==> src/rtl/fetch_sequencer.sv <==
// fetch_sequencer: MIPS32 instruction-fetch controller (pc/chip_en sequencing, delay-slot branches, stall hold buffer, flush discard)
// Ports: clk/rst (sync, active-high); stall, branch_flag/branch_target, flush/new_pc from the pipeline;
//        imem_rdy/imem_rdata from instruction memory; pc/chip_en to memory; if_pc/if_inst/if_valid to decode.
module fetch_sequencer #(
  parameter logic [31:0] RESET_PC = 32'h0000_0000
) (
  input  logic        clk,
  input  logic        rst,
  input  logic        stall,
  input  logic        branch_flag,
  input  logic [31:0] branch_target,
  input  logic        flush,
  input  logic [31:0] new_pc,
  input  logic        imem_rdy,
  input  logic [31:0] imem_rdata,
  output logic [31:0] pc,
  output logic        chip_en,
  output logic [31:0] if_pc,
  output logic [31:0] if_inst,
  output logic        if_valid
);
  typedef enum logic [1:0] {S_RESET, S_FETCH, S_HOLD, S_DISCARD} state_t;
  state_t state;
  logic redir_pend;
  logic [31:0] redir_pc, hold_pc, hold_inst;
  logic eff_pend;
  logic [31:0] eff_pc, pc_next;
  // A branch arriving in the cycle the access completes is used directly.
  assign eff_pend = branch_flag | redir_pend;
  assign eff_pc = branch_flag ? branch_target : redir_pc;
  assign pc_next = eff_pend ? eff_pc : pc + 32'd4;
  always_ff @(posedge clk) begin
    if (rst) begin
      state <= S_RESET;
      pc <= RESET_PC;
      chip_en <= 1'b0;
      if_pc <= '0;
      if_inst <= '0;
      if_valid <= 1'b0;
      redir_pend <= 1'b0;
      redir_pc <= '0;
      hold_pc <= '0;
      hold_inst <= '0;
    end else if (flush && state != S_RESET) begin
      if_valid <= 1'b0;
      redir_pend <= 1'b0;
      chip_en <= 1'b1;
      // An access still waiting on memory must not have its address changed.
      if ((state == S_FETCH || state == S_DISCARD) && !imem_rdy) begin
        redir_pc <= new_pc;
        state <= S_DISCARD;
      end else begin
        pc <= new_pc;
        state <= S_FETCH;
      end
    end else begin
      case (state)
        S_RESET: begin
          state <= S_FETCH;
          chip_en <= 1'b1;
        end
        S_FETCH: begin
          redir_pend <= eff_pend;
          redir_pc <= eff_pc;
          if (imem_rdy && !stall) begin
            if_inst <= imem_rdata;
            if_pc <= pc;
            if_valid <= 1'b1;
            pc <= pc_next;
            redir_pend <= 1'b0;
          end else if (imem_rdy) begin
            hold_pc <= pc;
            hold_inst <= imem_rdata;
            state <= S_HOLD;
            chip_en <= 1'b0;
          end else if (!stall) begin
            if_valid <= 1'b0;
          end
        end
        S_HOLD: begin
          redir_pend <= eff_pend;
          redir_pc <= eff_pc;
          if (!stall) begin
            if_inst <= hold_inst;
            if_pc <= hold_pc;
            if_valid <= 1'b1;
            pc <= pc_next;
            redir_pend <= 1'b0;
            state <= S_FETCH;
            chip_en <= 1'b1;
          end
        end
        S_DISCARD: begin
          if (imem_rdy) begin
            pc <= redir_pc;
            state <= S_FETCH;
          end
        end
      endcase
    end
  end
endmodule
==> config.mk <==
export PLATFORM = sky130hd
export DESIGN_NAME = fetch_sequencer
export DESIGN_NICKNAME = d
export VERILOG_FILES = /design/src/rtl/fetch_sequencer.sv
export SDC_FILE = /design/constraint.sdc
export NUM_CORES = 1
export LEC_CHECK = 0
export CORE_AREA = 2 2 131 159
export CTS_BUF_LIST = sky130_fd_sc_hd__clkbuf_4
export CTS_CLUSTER_DIAMETER = 50
export DETAILED_ROUTE_END_ITERATION = 6
export DIE_AREA = 0 0 133 161
export HOLD_SLACK_MARGIN = 0.05
export PLACE_DENSITY = 0.84
export SYNTH_ARGS = -nofsm -noshare
export SYNTH_HDL_FRONTEND = slang
export SYNTH_SLANG_ARGS = --single-unit
==> constraint.sdc <==
create_clock -name clk -period 2.3 [get_ports clk]
set_clock_uncertainty 0.15 [all_clocks]
set_input_delay 0.46 -clock clk [delete_from_list [all_inputs] [get_ports clk]]
set_output_delay 0.46 -clock clk [all_outputs]
set_load 0.02 [all_outputs]
; Yosys cells after proc, flatten, opt, wreduce, memory -nomap -nowiden
; Index checks and enable logic that the tools add are counted.
[word_totals]
ff_bits = 197
in_bits = 102
out_inout_bits = 98
elab_cells = 85
[classes]
addsub = 1
eq_ne = 14
muxes = 36
bitwise = 3
n_reduce_logical = 21
[ops]
columns = cell, count
row1 = $mux 32, 14
row2 = $pmux 32 s2, 2
row3 = $pmux 32 s3, 1
row4 = $add 32x3->32 const B, 1
row5 = $reduce_and 4->1, 5
row6 = $mux 2, 6
row7 = $ne 3x3->1 const B, 4
row8 = $mux 1, 9
row9 = $ne 3x2->1 const B, 3
row10 = $pmux 2 s4, 1
row11 = $reduce_bool 4->1, 2
row12 = $reduce_bool 2->1, 3
row13 = $reduce_and 5->1, 1
row14 = $eq 2x2->1 const B, 2
row15 = $ne 2x1->1 const B, 2
row16 = $ne 2x2->1 const B, 2
row17 = $pmux 1 s2, 2
row18 = $reduce_or 2->1, 2
row19 = $logic_and 1x1->1, 3
row20 = $pmux 1 s3, 1
row21 = $eq 2x1->1 const B, 1
row22 = $logic_not 1->1, 2
row23 = $logic_not 2->1, 1
row24 = $not 1->1, 2
row25 = other kinds (3), 3

; Logic depth before layout (Yosys ltp)
[logic_depth]
word_depth = 5
mapped_depth = 10
depth_no_buf = 7

; Least setup slack after synthesis
; OpenSTA, ideal clock, no wires.
[synth_timing]
kind = register -> register
from = reg state[1]
to = reg pc[9]
setup_time_ns = 0.115
arrival_time_ns = 1.879
t_required_ns = 2.035
slack_ns = 0.156
stages_incl_launch_ff = 10
path_buffers = 2
period_less_slack_ns = 2.144
path_cell_list = dfxtp_1 inv_1 ha_1 and2b_4 buf_4 buf_4 nor2_1 a222oi_1 a21oi_1 o21a_1
[synth_via]
elab_chain_len = 5
word_cells_on_any_way = 15
cone_classes = eq/ne (7) / mux (2) / reduce/logical (6)
[synth_lines]
columns = element, line_no
row1 = "start, declared", 23  ; state_t state;
row2 = "start signal, assigned", 34  ; state <= S_RESET;
row3 = "start signal, assigned", 51  ; state <= S_DISCARD;
row4 = "start signal, assigned", 54  ; state <= S_FETCH;
row5 = $eq 2x1->1 or $eq 2x2->1 (tied branches), "49, 57"
row6 = $logic_or 1x1->1, 49  ; if ((state == S_FETCH || state == S_DISCARD) && !imem_rdy) begin
row7 = $logic_and 1x1->1, 49
row8 = $ne 2x2->1 (no line), --
row9 = $reduce_and 5->1 (no line), --
row10 = "end signal, assigned", 53  ; pc <= new_pc;
row11 = "end signal, assigned", 69  ; pc <= pc_next;
row12 = "end signal, assigned", 87  ; pc <= pc_next;
row13 = "end, declared", 16  ; output logic [31:0] pc,
; Parallel ways exist; a longest one is shown, timed or not.
; A chain may end at the register's enable or synchronous reset.

; Final worst setup path
[layout_timing]
from = reg state[1]
to = reg pc[28]
; Same word-level chain as after synthesis.

==> summary.md <==
| Metric | Value |
|---|---|
| Hold Crit Class | `in2reg` |
| Clock Tree Root | `clkbuf_4` |
| Syn_area_per_cell | `between 8 and 9 µm²` |
| Least-Margin Pin Slew | `494 ps` |
| Clock sinks | `197` |
| Met1 Usage GRT | `33.5%` |
| Starting Density | `between 40 and 50%` |
| Placed Area | `approximately 12000 µm²` |
| Chip height | `161 µm` |
| Insertion delay to the later sink of the worst-skew pair | `roughly 570 ps` |
| Post-synth EDFFs | `0` |
| Io pins | `200` |
| Largest net degree at the start of global routing | `95` |
| Status | `completed` |
| Global route hottest layer | `met2` |
| Gpl congestion | `about 0.94` |
| Max-capacitance violation count | `0` |
| Peak supply drop | `0.575 mV` |
| Most common cell in the netlist | `dfxtp_1` |
| Global-route wire length before repair | `45.0 mm` |
| Total internal power | `about 7.8 mW` |
| Cells after Synth | `roughly 1100` |
| Post-route ant nets | `0` |
| Total CTS buffers | `17` |
| Switching power total | `a little over 5 mW` |
| First-pass DRT Iterations | `6` |
| Power Dens Cells | `around 1000 nW/µm²` |
| Syn Std Cell Area | `between 9000 and 10000 µm²` |
| Top post-synthesis cells by count | `dfxtp_1 (197), nand2_1 (161), nor2_1 (141)` |
| Core Box Area | `around 20000 µm²` |
| # H-tree levels | `4` |
| Clock network fraction of total power | `between 10% and 20%` |
| Met2 usage | `43.1%` |
| Vias | `about 9000` |
| Endpoints failing hold | `0` |
| Share of layout cells above drive strength 1 | `between 10% and 20%` |
| TritonCTS clock tree | `yes` |
| FILL cells | `around 1700` |
| Aggregate global routing overflow | `0` |
| Fin crit share | `a little over nine tenths` |
| WP data arrival | `~2600 ps` |
| Clock Tree Buf Depth | `2` |
| CP startpoint kind | `register` |
| Dominant synthesized flop cell | `dfxtp_1` |
| Post-Route WL | `27.8 mm` |
| Total power draw | `between 10 and 15 mW` |
| Max Freq | `448 MHz` |
| Rel. slew slack | `67.0%` |
| Worst-path maximum fanout | `7` |
| Total Routing Usage GR | `25.6%` |
| YS warnings | `0` |
| Remaining DRCs | `0` |
| Chip width | `~130 µm` |
| Fin area | `approximately 13000 µm²` |
| Vias in the first global route | `8744` |
| Crit path capture type | `register` |
| Register bit total from synthesis | `slightly below 200` |
| Drt initial violations | `827` |
| Sw Ratio | `between 30 and 40%` |
| Core Rows | `57` |
| Nets | `about 1500` |
| Yosys top cell by area | `dfxtp_1` |
| Syn_nets | `about 1200` |
| Crit path kind | `reg2reg` |
| Pleak | `approximately 4.5 nW` |
| Slew Viols, Final | `0` |
| Reg clk slew, reported paths | `160 ps` |
| R2R setup slack | `70 ps` |
| Req. time, crit path | `~2600 ps` |
| Synth async-reset ratio | `0%` |
| P&R area growth vs syn | `35.3%` |
| Combinational share of power | `46.8%` |
| Final setup vio count | `0` |
| Share of the synthesized area in the top cell type | `42.0%` |
| Port buffer count | `approximately 200` |
| Vias/cell | `between 5 and 6` |
| Met3 Use GR | `under 10%` |
| Antenna violations before repair | `1` |
| Detailed-placement wirelength estimate | `19.9 mm` |
| Wire length per cell | `between 15 and 20 µm` |
| Die area | `roughly 21000 µm²` |
| Distinct cells, synth | `between 70 and 80` |
| Post-route minimum period | `between 2000 and 2500 ps` |
| Most area-consuming cells after synthesis | `dfxtp_1 (42%), mux2i_1 (8.4%), a211oi_1 (7.8%)` |
| Seq/Total Area, Yosys | `between 40% and 50%` |
| Part of the power in registers | `a little under two fifths` |
## layer usage
metal | part of all wire (%) | up-vias
met5 | 0 | -
met4 | 2.7 | 0
met3 | 6.1 | 47
met2 | 49 | 381
met1 | 43 | 4299
li1 | - | 4550
## worst max-delay path, stage by stage (launching register included)
cell      delay (ps)
dfxtp_2          400
inv_2             70
ha_4             170
and2b_4          350
buf_4            180
nor2_1            70
a222oi_1         390
o22ai_1          130
a22o_1           240
## layout make-up
type	instances	area, µm²	area share (%)
diodes	1	2.50	0.0197
clock buffers	18	135	1.06
clock inverters	12	200	1.58
inverters	12	45.0	0.355
multi-input cells	820	5040	39.7
flip-flops and latches	197	3960	31.2
well taps	265	332	2.61
repair buffers	308	2990	23.5
## state kept, by name (all words and copies together) (netlist names)
name        flops
pc             32
redir_pc       32
if_pc          32
state           2
hold_pc        32
if_valid        1
if_inst        32
hold_inst      32
chip_en         1
redir_pend      1
## logic make-up (layout without fill, tap and decap cells)
kind of cell / Yosys count / after routing / share of synthesized area [%]
muxes: 82 / 82 / 8.82
other: 0 / 1 / 0
buffers and inverters: 117 / 350 / 5.48
xor gates and xnor gates: 1 / 1 / 0.0934
AOI/OAI and AO/OA: 350 / 350 / 24.8
DFF: 197 / 197 / 42.0
adders and majority gates: 5 / 5 / 0.667
and+or+nand+nor: 382 / 382 / 18.1
## path summary, 6_finish.rpt
kind	start	to	depth (start not counted)
hold reg to reg	hold_pc[19]$_SDFFE_PP0P_	hold_pc[19]$_SDFFE_PP0P_	2
hold / removal	imem_rdata[7]	hold_inst[7]$_SDFFE_PP0P_	3
setup / recovery	state[1]$_SDFFE_PP0P_	pc[28]$_SDFFE_PP0P_	8
setup reg to reg	state[1]$_SDFFE_PP0P_	pc[28]$_SDFFE_PP0P_	8
## power by group through the flow
stage	registers (mW)	logic, mW	clock network (mW)
final	4.70	5.98	2.11
after global routing	4.79	6.47	2.30
after CTS	4.68	5.82	2.17
after detailed placement	4.76	5.87	0
after global placement	4.72	5.76	0
after floorplan	5.08	2.95	0
## repair_timing
item,CTS,global route
hold buffers,1,0
endpoints found under the hold margin,6,0
endpoints found under the setup margin,85,150
pin swaps,2,5
resized for setup,39,19
setup buffers,1,6
## cells in the final DEF (no fill, tap or decap), drive strengths merged, types with 6 or more instances in the layout
cell and count:
a221o 8, nand4 8, nor2 142, clkbuf 18, a21o 10, nand3 14, nor3 14, nand2 161
dlygate4sd2 28, a222oi 11, a211oi 97, inv 15, o22ai 18, nor4 6, o21ai 31, buf 109
mux2i 80, a31oi 11, nor2b 6, dfxtp 197, a21oi 114, clkdlybuf4s50 167, o211ai 8
## metrics by stage
step | setup TNS [ps] | hold WS (ps) | std cells | worst slack, ps | util, %
finish | 0 | 286 | 1633 | 66.4 | 63.8
global route | -30.1 | 234 | 1633 | -11.2 | 63.8
CTS | 0 | 235 | 1626 | 4.18 | 63.2
detailed placement | -27530 | 296 | 1594 | -337 | 61.5
global placement | -22160 | 291 | 1594 | -297 | 61.5
floorplan | 0 | 286 | 1134 | 156 | -
Power figures use the tool's default switching activity.
